### config.mk
export PLATFORM = sky130hd
export DESIGN_NAME = keystone_ctrl
export DESIGN_NICKNAME = d
export VERILOG_FILES = /design/src/rtl/keystone_ctrl.sv
export SDC_FILE = /design/constraint.sdc
export NUM_CORES = 1
export LEC_CHECK = 0
export BUFFER_PORTS_ARGS = -buffer_cell sky130_fd_sc_hd__buf_2
export CAP_MARGIN = 10
export CORE_ASPECT_RATIO = 0.5
export CORE_MARGIN = 3
export CORE_UTILIZATION = 30
export CTS_BUF_LIST = sky130_fd_sc_hd__clkbuf_4
export DETAILED_ROUTE_END_ITERATION = 8
export PLACE_DENSITY_LB_ADDON = 0.25
export SLEW_MARGIN = 10
export SYNTH_ARGS = -nofsm -noshare
export SYNTH_HDL_FRONTEND = slang
export SYNTH_SLANG_ARGS = --single-unit
### constraint.sdc
create_clock -name clk -period 3.29 [get_ports clk]
set_input_delay 0.4935 -clock clk [delete_from_list [all_inputs] [get_ports clk]]
set_output_delay 0.4935 -clock clk [all_outputs]
set_load 0.01 [all_outputs]
### src/rtl/keystone_ctrl.sv
// keystone_ctrl: angle register and per-line shift computation for the
// keystone-correction datapath in front of the piano renderer.
//
// User angle-adjust keys move a saturating pending angle; the pending angle is
// committed to the live angle at each vsync falling edge so a frame never tears.
// On each hsync falling edge the row distance from REF_ROW is multiplied by the
// committed angle with a 7-step sequential shift-add multiplier. The product is
// scaled by FRAC_BITS and clamped to SHIFT_MAX to give line_shift.
//
// Optional feature macro: KEYSTONE_AUTOREPEAT_EN. When defined, a held key
// steps once after 32 frames and then once every 8 further frames.
//
// state  | meaning
// -------+--------------------------------------------------------
// IDLE   | waiting for an hsync falling edge
// LOAD   | clear accumulator, load multiplicand/multiplier
// MUL    | 7 shift-add steps, multiplier LSB first
// CLAMP  | scale, clamp, publish line_shift with shift_valid pulse

module keystone_ctrl #(
  parameter int ANGLE_INIT = 20,
  parameter int ANGLE_MIN  = 0,
  parameter int ANGLE_MAX  = 63,
  parameter int REF_ROW    = 576,
  parameter int FRAC_BITS  = 6,
  parameter int SHIFT_MAX  = 511,
  parameter int UP_BIT     = 15,
  parameter int DN_BIT     = 14
) (
  input  logic        clk,
  input  logic        reset,
  input  logic [16:0] key_num,
  input  logic        vsync,
  input  logic        hsync,
  input  logic [9:0]  vcount,
  output logic [6:0]  angle,
  output logic [9:0]  line_shift,
  output logic        shift_valid,
  output logic        busy
);

  typedef enum logic [1:0] {S_IDLE, S_LOAD, S_MUL, S_CLAMP} state_t;

  state_t             state;
  logic [2:0]         up_sr;
  logic [2:0]         dn_sr;
  logic               vsync_d;
  logic               hsync_d;
  logic               up_edge;
  logic               dn_edge;
  logic               up_step;
  logic               dn_step;
  logic               vsync_fall;
  logic               hsync_fall;
  logic [6:0]         pending;
  logic [9:0]         d_reg;
  logic [17:0]        acc;
  logic [17:0]        mcand;
  logic [6:0]         mplier;
  logic [2:0]         step_cnt;
  logic signed [11:0] d_diff;
  logic [9:0]         d_clip;
  logic [17:0]        acc_scaled;
  logic               unused_keys;

  // Only the up/down request bits are consumed from the key vector.
  assign unused_keys = ^key_num;

  // Two synchronizer flops plus one history flop per key; one delay flop per sync.
  always_ff @(posedge clk or negedge reset) begin
    if (!reset) begin
      up_sr   <= 3'b000;
      dn_sr   <= 3'b000;
      vsync_d <= 1'b0;
      hsync_d <= 1'b0;
    end else begin
      up_sr   <= {up_sr[1:0], key_num[UP_BIT]};
      dn_sr   <= {dn_sr[1:0], key_num[DN_BIT]};
      vsync_d <= vsync;
      hsync_d <= hsync;
    end
  end

  assign up_edge    = up_sr[1] & ~up_sr[2];
  assign dn_edge    = dn_sr[1] & ~dn_sr[2];
  assign vsync_fall = vsync_d & ~vsync;
  assign hsync_fall = hsync_d & ~hsync;

`ifdef KEYSTONE_AUTOREPEAT_EN
  logic [4:0] up_hold;
  logic [4:0] dn_hold;
  logic       up_rep;
  logic       dn_rep;

  // The 32nd consecutive held frame edge steps; reloading 24 makes the next step 8 frames later.
  assign up_rep = vsync_fall & up_sr[1] & (up_hold == 5'd31);
  assign dn_rep = vsync_fall & dn_sr[1] & (dn_hold == 5'd31);

  // Count frame edges seen while each request is held; any release restarts the count.
  always_ff @(posedge clk or negedge reset) begin
    if (!reset) begin
      up_hold <= 5'd0;
      dn_hold <= 5'd0;
    end else begin
      if (!up_sr[1])       up_hold <= 5'd0;
      else if (up_rep)     up_hold <= 5'd24;
      else if (vsync_fall) up_hold <= up_hold + 5'd1;
      if (!dn_sr[1])       dn_hold <= 5'd0;
      else if (dn_rep)     dn_hold <= 5'd24;
      else if (vsync_fall) dn_hold <= dn_hold + 5'd1;
    end
  end

  assign up_step = up_edge | up_rep;
  assign dn_step = dn_edge | dn_rep;
`else
  assign up_step = up_edge;
  assign dn_step = dn_edge;
`endif

  // Saturating pending angle; committed to the live angle on each frame boundary.
  always_ff @(posedge clk or negedge reset) begin
    if (!reset) begin
      pending <= 7'(ANGLE_INIT);
      angle   <= 7'(ANGLE_INIT);
    end else begin
      if (up_step && !dn_step) begin
        if (pending >= 7'(ANGLE_MAX)) pending <= 7'(ANGLE_MAX);
        else                          pending <= pending + 7'd1;
      end else if (dn_step && !up_step) begin
        if (pending <= 7'(ANGLE_MIN)) pending <= 7'(ANGLE_MIN);
        else                          pending <= pending - 7'd1;
      end
      if (vsync_fall) angle <= pending;
    end
  end

  // Rows at or below the reference row get no shift.
  assign d_diff     = $signed(12'(REF_ROW)) - $signed({2'b00, vcount});
  assign d_clip     = (d_diff <= 12'sd0) ? 10'd0 : d_diff[9:0];
  assign acc_scaled = acc >> FRAC_BITS;

  // Line FSM and shift-add multiplier; the angle is captured in LOAD and held for the line.
  always_ff @(posedge clk or negedge reset) begin
    if (!reset) begin
      state       <= S_IDLE;
      d_reg       <= 10'd0;
      acc         <= 18'd0;
      mcand       <= 18'd0;
      mplier      <= 7'd0;
      step_cnt    <= 3'd0;
      line_shift  <= 10'd0;
      shift_valid <= 1'b0;
      busy        <= 1'b0;
    end else begin
      shift_valid <= 1'b0;
      case (state)
        S_IDLE: begin
          if (hsync_fall) begin
            d_reg <= d_clip;
            busy  <= 1'b1;
            state <= S_LOAD;
          end
        end
        S_LOAD: begin
          acc      <= 18'd0;
          mcand    <= {8'd0, d_reg};
          mplier   <= angle;
          step_cnt <= 3'd6;
          state    <= S_MUL;
        end
        S_MUL: begin
          if (mplier[0]) acc <= acc + mcand;
          mcand  <= mcand << 1;
          mplier <= mplier >> 1;
          if (step_cnt == 3'd0) state <= S_CLAMP;
          else                  step_cnt <= step_cnt - 3'd1;
        end
        S_CLAMP: begin
          if (acc_scaled > 18'(SHIFT_MAX)) line_shift <= 10'(SHIFT_MAX);
          else                             line_shift <= acc_scaled[9:0];
          shift_valid <= 1'b1;
          busy        <= 1'b0;
          state       <= S_IDLE;
        end
        default: begin
          busy  <= 1'b0;
          state <= S_IDLE;
        end
      endcase
    end
  end

endmodule

=== Word level (Yosys, flattened, before mapping) ===
Index checks and enable logic that the tools add are counted.

* Bits in registers: 92
* Bits of input ports: 31

* Add/subtract/negate cells: 5
* Magnitude comparators: 4
* Equal/unequal tests: 7
* Multiplexer cells: 18
* Bitwise operators: 8
* Reduce and logical (&&, ||, !) cells: 14

{| class="wikitable"
|+ Operators by type and width
! kind !! count
|-
| $pmux W18 S2 || 2
|-
| $mux W7 || 4
|-
| $mux W10 || 2
|-
| $add A18 B18 Y18 || 1
|-
| $mux W18 || 1
|-
| $pmux W7 S2 || 1
|-
| $gt A12 B9 Y1 const B || 1
|-
| $le A11 B1 Y1 const B || 1
|-
| $sub A10 B10 Y11 const A || 1
|-
| $reduce_and A2 Y1 || 5
|-
| $ne A2 B2 Y1 const B || 4
|-
| $pmux W2 S4 || 1
|-
| $add A7 B1 Y7 const B || 1
|-
| $ge A7 B6 Y1 const B || 1
|-
| $le A7 B1 Y1 const B || 1
|-
| $sub A7 B1 Y7 const B || 1
|-
| $pmux W3 S2 || 1
|-
| $reduce_bool A2 Y1 || 3
|-
| $and A1 B1 Y1 || 4
|-
| $eq A2 B2 Y1 const B || 2
|-
| $mux W2 || 2
|-
| $not A1 Y1 || 4
|-
| $logic_not A3 Y1 || 1
|-
| $mux W3 || 1
|-
| 7 further kinds || 10
|}

=== Logic depth before layout (Yosys ltp) ===
Gate-level depths: netlist (run 1).

* Depth in word-level cells: 6
* Gate-level depth with buffers: 11
* Mapped depth without buffers: 11

=== Worst setup path before layout (run 1) ===
Ideal clock, no wire load.

* Path type: reg2reg
* Start: reg mcand[0]
* End: reg acc[16]
* Arrival: 2.341 ns
* Required time: 3.174 ns
* Path slack: 0.833 ns
* Cell stages (with the launch flop): 12
* Path buffers: 0
* Period minus slack after synthesis: 2.457 ns
* Cell sequence: dfrtp_1 > ha_1 > inv_1 > fa_1 > nor2b_1 > o21ai_0 > a21boi_0 > o21ai_1 > a21boi_1 > o31ai_1 > or4_1 > o311ai_0

* Cells in the longest elaborated chain, start to end: 3

{| class="wikitable"
|+ Ends and longest elaborated chain
! element !! line !! text
|-
| start: declaration || 58 || <nowiki>logic [17:0] mcand;</nowiki>
|-
| start signal: assignment || 167 || <nowiki>mcand <= {8'd0, d_reg};</nowiki>
|-
| start signal: assignment || 174 || <nowiki>mcand <= mcand << 1;</nowiki>
|-
| $add A18 B18 Y18 || 173 || <nowiki>if (mplier[0]) acc <= acc + mcand;</nowiki>
|-
| $mux W18 || 173 ||
|-
| $pmux W18 S2 || 157 || <nowiki>case (state)</nowiki>
|-
| end signal: assignment || 173 ||
|-
| end: declaration || 57 || <nowiki>logic [17:0] acc;</nowiki>
|}

Every way passes these cells. The select of a mux whose other input is x is not followed.
A chain may end at the register's enable or synchronous reset.

=== Worst setup path in the final report (run 1) ===
Same ends and word-level chain as after synthesis.

==> impl_results.md, run 1 <==
* Gr ovfl total at 0
* Post-Synth Simple-Gate Area at 13.9%
* Slew Viols, Final at 0
* Clock transition at path regs at 0.15 ns
* Net Switching at 1900 uW
* Crit path arrival time at 3.25 ns
* Cell count after placement at 723
* First-pass DRT Iterations at 4
* Largest net degree at the start of global routing at 56
* Die height at 95.8 microns
* Post-layout power at 4650 uW
* Sequential share of power at 40.1%
* Max-capacitance violation count at 0
* Setup crit end kind: flop
* Non-filler cells, final at 739
* Die Span X at 186 microns
* Post-CTS Resized at 0
* Core ar. at 15600 sq um
* Hpwl dp at 7.17 mm
* Num ports at 50
* XOR/XNOR Fraction of Synth Area at 2.71%
* Post-Syn Area per Cell at 9.78 sq um
* Top sig layer: met4
* Final Setup Violations at 0
* Metal1 wirelength at 5.03 mm
* CTS HTree Levels at 3
* Total Wirelength at 9.97 mm
* DRC Markers at 0
* N_diodes at 0
* Layout Skew at 0.0105 ns
* Adder-cell share of the synthesized area at 7.39%
* Starting Density at 31.0%
* Outcome: finished clean
* Via/cell ratio at 4.86
* Leakage power at 0.00249 uW
* Port Buffers at 34
* Top flop regs: acc x18, mcand x18
* Seq cells post-synth at 92
* Die area at 17800 sq um
* CTS Root Cell: clkbuf_4
* CTS tree: yes
* Mapped cell area at 4840 sq um
* Compound-Gate Fraction of Synth Area at 19.1%
* Post-synthesis sequential area ratio at 47.6%
* Cells after Synth at 495
* Post-CTS Hold Buffers at 0
* CTS Buffer Depth at 2
* 1st-iter DRT viols at 191
* Met3 routed WL at 344 microns
* Filler Cells Inserted at 1607
* Area growth from synthesis to layout at 12.5%
* Routed length on met2 at 4.53 mm
* Std-Cell Rows at 32
* Via count at 3595
* CTS sink cnt at 92
* Peak VDD IR at 322 uV
* Place WS at 0.449 ns
* HP Class: primary input to async pin
* Final Hold Viols at 0
* CP Launch Type: flop
* Sw Ratio at 40.9%
* Final worst path period share at 88.8%
* Synth Flop Type: dfrtp_1
* CP required at 3.62 ns
* Final min period at 2.92 ns
* Cell internal pwr at 2750 uW
* Post-synth ARST share at 100%
* Maximum clock frequency at 342 MHz
* Layout cells sized above 1 at 14.4%
* All-layer global routing usage at 12.0%
* First-pass GRT wire length at 17.2 mm
* Setup Crit Path Kind: flop to flop
* Setup TNS at 0 ns
* Crit path launch: mcand[0]
* Synth Warn # at 0
* RR Startpoint: mcand[0]
* WL/cell at 13.5 microns
* Mux cell area share after synthesis at 5.35%
* Clock Power Share at 15.3%
* Unrepaired setup endpoints after global routing: no
* Initial antenna violation count at 0
* Post-CTS setup buffers at 0
* Gate power share at 44.6%
* Later-pin clock latency in the skew report at 0.44 ns
* Worst-margin pin slew at 0.746 ns
* Pwr/cell area at 853 nW/um^2
* Syn_nets at 554
* Routed Antenna Nets at 0
* Setup ws final at 0.367 ns
* Vias in the first global route at 3570
* Slew HR at 50.3%
* Total CTS buffers at 9
* Placer Congestion at 0.797
* Crit Path Max Fanout at 3
* Largest family of logic cells by synthesized area: compound AO/OA/AOI/OAI gates
* Number of synthesized flops with an enable pin at 0
* Yosys cell types at 53
* Nets at 589
## layout by cell type (no fill, tap or decap), types with 14 or more instances in the layout
| cell | synthesis | layout |
|---|---|---|
| inv_1 | 32 | 32 |
| dfrtp_1 | 88 | 88 |
| nor2_1 | 40 | 40 |
| ha_1 | 27 | 27 |
| buf_2 | 0 | 33 |
| mux2i_1 | 18 | 18 |
| nand2_1 | 41 | 41 |
| o21ai_0 | 48 | 48 |
| a21oi_1 | 33 | 33 |
| nand3_1 | 14 | 14 |
## logic make-up after synthesis
kind of cell             count (synthesis)
AO/OA/AOI/OAI                          143
AND/OR/NAND/NOR                        141
flip-flops                              92
buffers and inverters                   51
adder cells (fa/ha/maj)                 28
multiplexers                            25
XOR/XNOR                                15
## through the flow
stage          area (sq um)  hold WS [ns]  utilization (%)
2_1_floorplan          4840         0.198                -
3_3_place_gp           5280         0.333             33.8
3_5_place_dp           5280         0.335             33.8
4_1_cts                5450        0.0748             34.9
5_1_grt                5450        0.0883             34.9
6_report               5450        0.0684             34.9
## final timing paths
path / to / slack, ns / depth (start not counted)
setup / recovery: acc[16] / 0.37 / 11
hold / removal: pending[1] / 0.07 / 1
setup reg to reg: acc[16] / 0.37 / 11
hold reg to reg: up_sr[1] / 0.37 / 0
max in group asynchronous: mcand[9] / 2.54 / 2
min in group clk: dn_sr[0] / 0.15 / 1
## per-layer routing
layer / global-route usage, % / vias up
li1: - / 1834
met1: 16.3 / 1715
met3: 3.06 / 7
met5: 0 / -
met4: 2.66 / 0
met2: 19.7 / 39
## cell usage after synthesis (3+ instances only)
master / instances / share of area [%]
nand2_1: 41 / 3.2
nor2_1: 40 / 3.1
nand3b_1: 3 / 0.47
inv_1: 32 / 2.5
o211ai_1: 3 / 0.47
nor2b_1: 10 / 1.3
a32o_1: 4 / 0.83
dfstp_2: 4 / 2.2
and3_1: 7 / 0.90
o31ai_1: 6 / 0.93
a31o_2: 3 / 0.54
a21o_1: 6 / 0.93
clkbuf_1: 18 / 1.4
or3_1: 4 / 0.52
xor2_1: 8 / 1.4
xnor2_1: 7 / 1.3
nand2b_1: 3 / 0.39
mux2i_1: 18 / 3.7
o21ai_0: 48 / 5.0
o21a_1: 3 / 0.47
mux2_2: 7 / 1.6
a21boi_0: 3 / 0.47
nor3_1: 8 / 0.83
o22a_1: 10 / 1.8
ha_1: 27 / 7.0
a22o_1: 6 / 1.1
a21oi_1: 33 / 3.4
dfrtp_1: 88 / 45
nand3_1: 14 / 1.4
## critical path, cell delays in order, from the launching register on
cell      delay (ns)
dfrtp_1         0.40
ha_1            0.18
inv_1           0.05
fa_1            0.39
nor2b_1         0.11
o21ai_0         0.10
a21boi_0        0.30
o21ai_1         0.14
a21boi_1        0.32
o31ai_1         0.18
or4_1           0.52
o311ai_0        0.10
## layout make-up
cell class	count	area, sq um	share of cell area [%]
timing repair buffer	43	253	4.64
inverter	32	120	2.21
clock buffer	9	67.6	1.24
tap	204	255	4.69
multi-input combinational	352	2340	43.0
sequential	92	2310	42.4
clock inverter	7	100	1.84
## power by group through the flow
stage / sequential, uW / clock, uW / combinational [uW]
global placement: 1890 / 0 / 2050
floorplan: 1840 / 0 / 1540
finish: 1860 / 713 / 2070
detailed placement: 1900 / 0 / 2090
CTS: 1870 / 753 / 2100
global route: 1930 / 804 / 2380
(Power assumes the default switching activity.)
==> run 2, diff against run 1 <==
- CORE_UTILIZATION: 30 -> 45
==> run 2 against run 1 <==
Effect of this change: clock power down 5.6%; first-iteration DRC count decreased by 27%; non-clock buffer count is the same; final cell count shrank 8.8%; design area is 1.8% lower; wire length fell by 4.5%; critical path depth unchanged; power shrank 1.2%; sequential share of layout area up 0.79 points; largest cell class unchanged.
==> impl_results.md, run 2 (synthesis results as in run 1) <==
* Outcome: finished clean
* Final min period at 2.86 ns (-0.0625 ns)
* Unrepaired setup endpoints after global routing: no
* Delay-heaviest family, CP: compound AO/OA/AOI/OAI gates
* WL/cell at 14.1 microns (+4.7%)
* Die Span X at 153 microns (-18%)
* Total CTS buffers at 9 (unchanged)
* Final worst path period share at 86.9% (-1.9 points)
* Slew Viols, Final at 0 (unchanged)
* Met1 GRT Util at 22.5% (+6.2 points)
* CTS Root Cell: clkbuf_4
* Peak VDD IR at 405 uV (+26%)
* CTS Buffer Depth at 2 (unchanged)
* Filler Cells Inserted at 970 (-40%)
* Placer Congestion at 0.846 (+6.1%)
* Area growth from synthesis to layout at 10.4%
* Via count at 3660 (+1.8%)
* N_diodes at 0 (unchanged)
* GR peak layer: met2
* Multi-input gate area at 2340 sq um (unchanged)
* Hpwl dp at 6.83 mm (-4.7%)
* Met3 usage at 4.35% (+1.3 points)
* Final Setup Violations at 0 (unchanged)
* First-pass GRT wire length at 16.4 mm (-4.9%)
* Critical path, cell by cell: ha_1, inv_1, fa_1, nor2b_1, o21ai_0, a21boi_0, o21ai_1, a21boi_1, o31ai_1, or4_1, o311ai_0
* Worst-margin pin slew at 0.714 ns (-0.0320 ns)
* Most frequent cells in the layout: dfrtp_1, o21ai_0, nand2_1
* Layout cells sized above 1 at 13.9% (-0.53 points)
* Setup TNS at 0 ns (unchanged)
* Num ports at 50 (unchanged)
* CTS tree: yes
* Post-CTS Hold Buffers at 0 (unchanged)
* 1st-iter DRT viols at 139 (-27%)
* Starting Density at 46.8% (+16 points)
* Critical path's slowest cell: or4_1
* Slew HR at 52.4% (+2.1 points)
* Die height at 79.4 microns (-17%)
* Later-pin clock latency in the skew report at 0.45 ns (about the same)
* Initial antenna violation count at 0 (unchanged)
* Slack of the worst reg-to-reg path at 0.43 ns (+0.06 ns)
* GRT met2 Usage at 26.8% (+7.2 points)
* Crit-path max cell delay at 0.52 ns (about the same)
* First-pass DRT Iterations at 4 (unchanged)
* Setup Crit Path Kind: flop to flop
* Vias in the first global route at 3501 (-1.9%)
* Core Util, Final at 51.7% (+17 points)
* Pwr/cell area at 859 nW/um^2 (+0.62%)
* Crit Path Max Fanout at 3 (unchanged)
* Die area at 12100 sq um (-32%)
* CP required at 3.61 ns (about the same)
* CP Launch Type: flop
* All-layer global routing usage at 16.7% (+4.6 points)
* Top flop regs: acc x18, mcand x18
* Most common cell after layout, fill and taps aside: dfrtp_1
* Sequential Area at 2310 sq um (unchanged)
* Cells on worst reg2reg path at 11 (unchanged)
* Routed Antenna Nets at 0 (unchanged)
* Total Wirelength at 9.51 mm (-4.5%)
* Post-CTS Resized at 0 (unchanged)
* DRC Markers at 0 (unchanged)
* Final Hold Viols at 0 (unchanged)
* Layout Skew at 0.00926 ns (-0.00121 ns)
* CTS HTree Levels at 3 (unchanged)
* Leakage power at 0.00248 uW (-0.31%)
* RR Endpoint: acc[16]
* Core ar. at 10300 sq um (-34%)
* Nets at 589 (unchanged)
* Clock transition at path regs at 0.14 ns (about the same)
* Crit path arrival time at 3.18 ns (-0.07 ns)
* Gr ovfl total at 0 (unchanged)
* Buf/Inv on CP at 1 (unchanged)
* CTS sink cnt at 92 (unchanged)
* Std-Cell Rows at 26 (-19%)
* RR Startpoint: mcand[0]
* Setup crit end kind: flop
* Maximum clock frequency at 350 MHz (+2.2%)
* Min Hold Slack at 0.0736 ns (+0.00511 ns)
* Max-capacitance violation count at 0 (unchanged)
* Post-CTS setup buffers at 0 (unchanged)
* HP Class: primary input to async pin
* Largest net degree at the start of global routing at 56 (unchanged)
* Port Buffers at 34 (unchanged)
* Via/cell ratio at 5.43 (+12%)
==> run 2: per-stage QoR <==
stage               setup slack (ns)  cell area (sq um)  std cells  total power, uW
floorplan                      0.833               4840        495             3380
global placement               0.523               5200        659             3920
detailed placement             0.478               5200        659             3960
CTS                            0.455               5350        674             4650
global route                   0.175               5350        674             5030
finish                         0.430               5350        674             4590
==> run 2: area by class of cell <==
| class | instances | share of cell area (%) |
|---|---|---|
| multi-input cells | 352 | 43.8 |
| flip-flops and latches | 92 | 43.2 |
| repair buffers | 43 | 4.73 |
| well taps | 140 | 3.28 |
| inverters | 32 | 2.25 |
| clock inverters | 6 | 1.50 |
| clock buffers | 9 | 1.26 |
==> run 2: report_power, final <==
group	leakage, uW	internal (uW)	switching [uW]
registers	0.00115	1550	302
clock network	0.0000769	298	375
logic	0.00126	891	1170
==> run 2: how the worst max path moves through the flow <==
stage | start | to | slack [ns] | cells after the start
after floorplan | mcand[0] | acc[16] | 0.83 | 11
after CTS | mcand[0] | acc[16] | 0.46 | 11
after global placement | mcand[0] | acc[16] | 0.52 | 11
final | mcand[0] | acc[16] | 0.43 | 11
after global routing | mcand[0] | acc[16] | 0.18 | 11
after detailed placement | mcand[0] | acc[16] | 0.48 | 11
==> run 2: metal layers <==
layer	vias up	share of wire, %
met4	0	0.95
li1	1842	-
met2	60	45
met3	11	4.1
met5	-	0
met1	1747	50
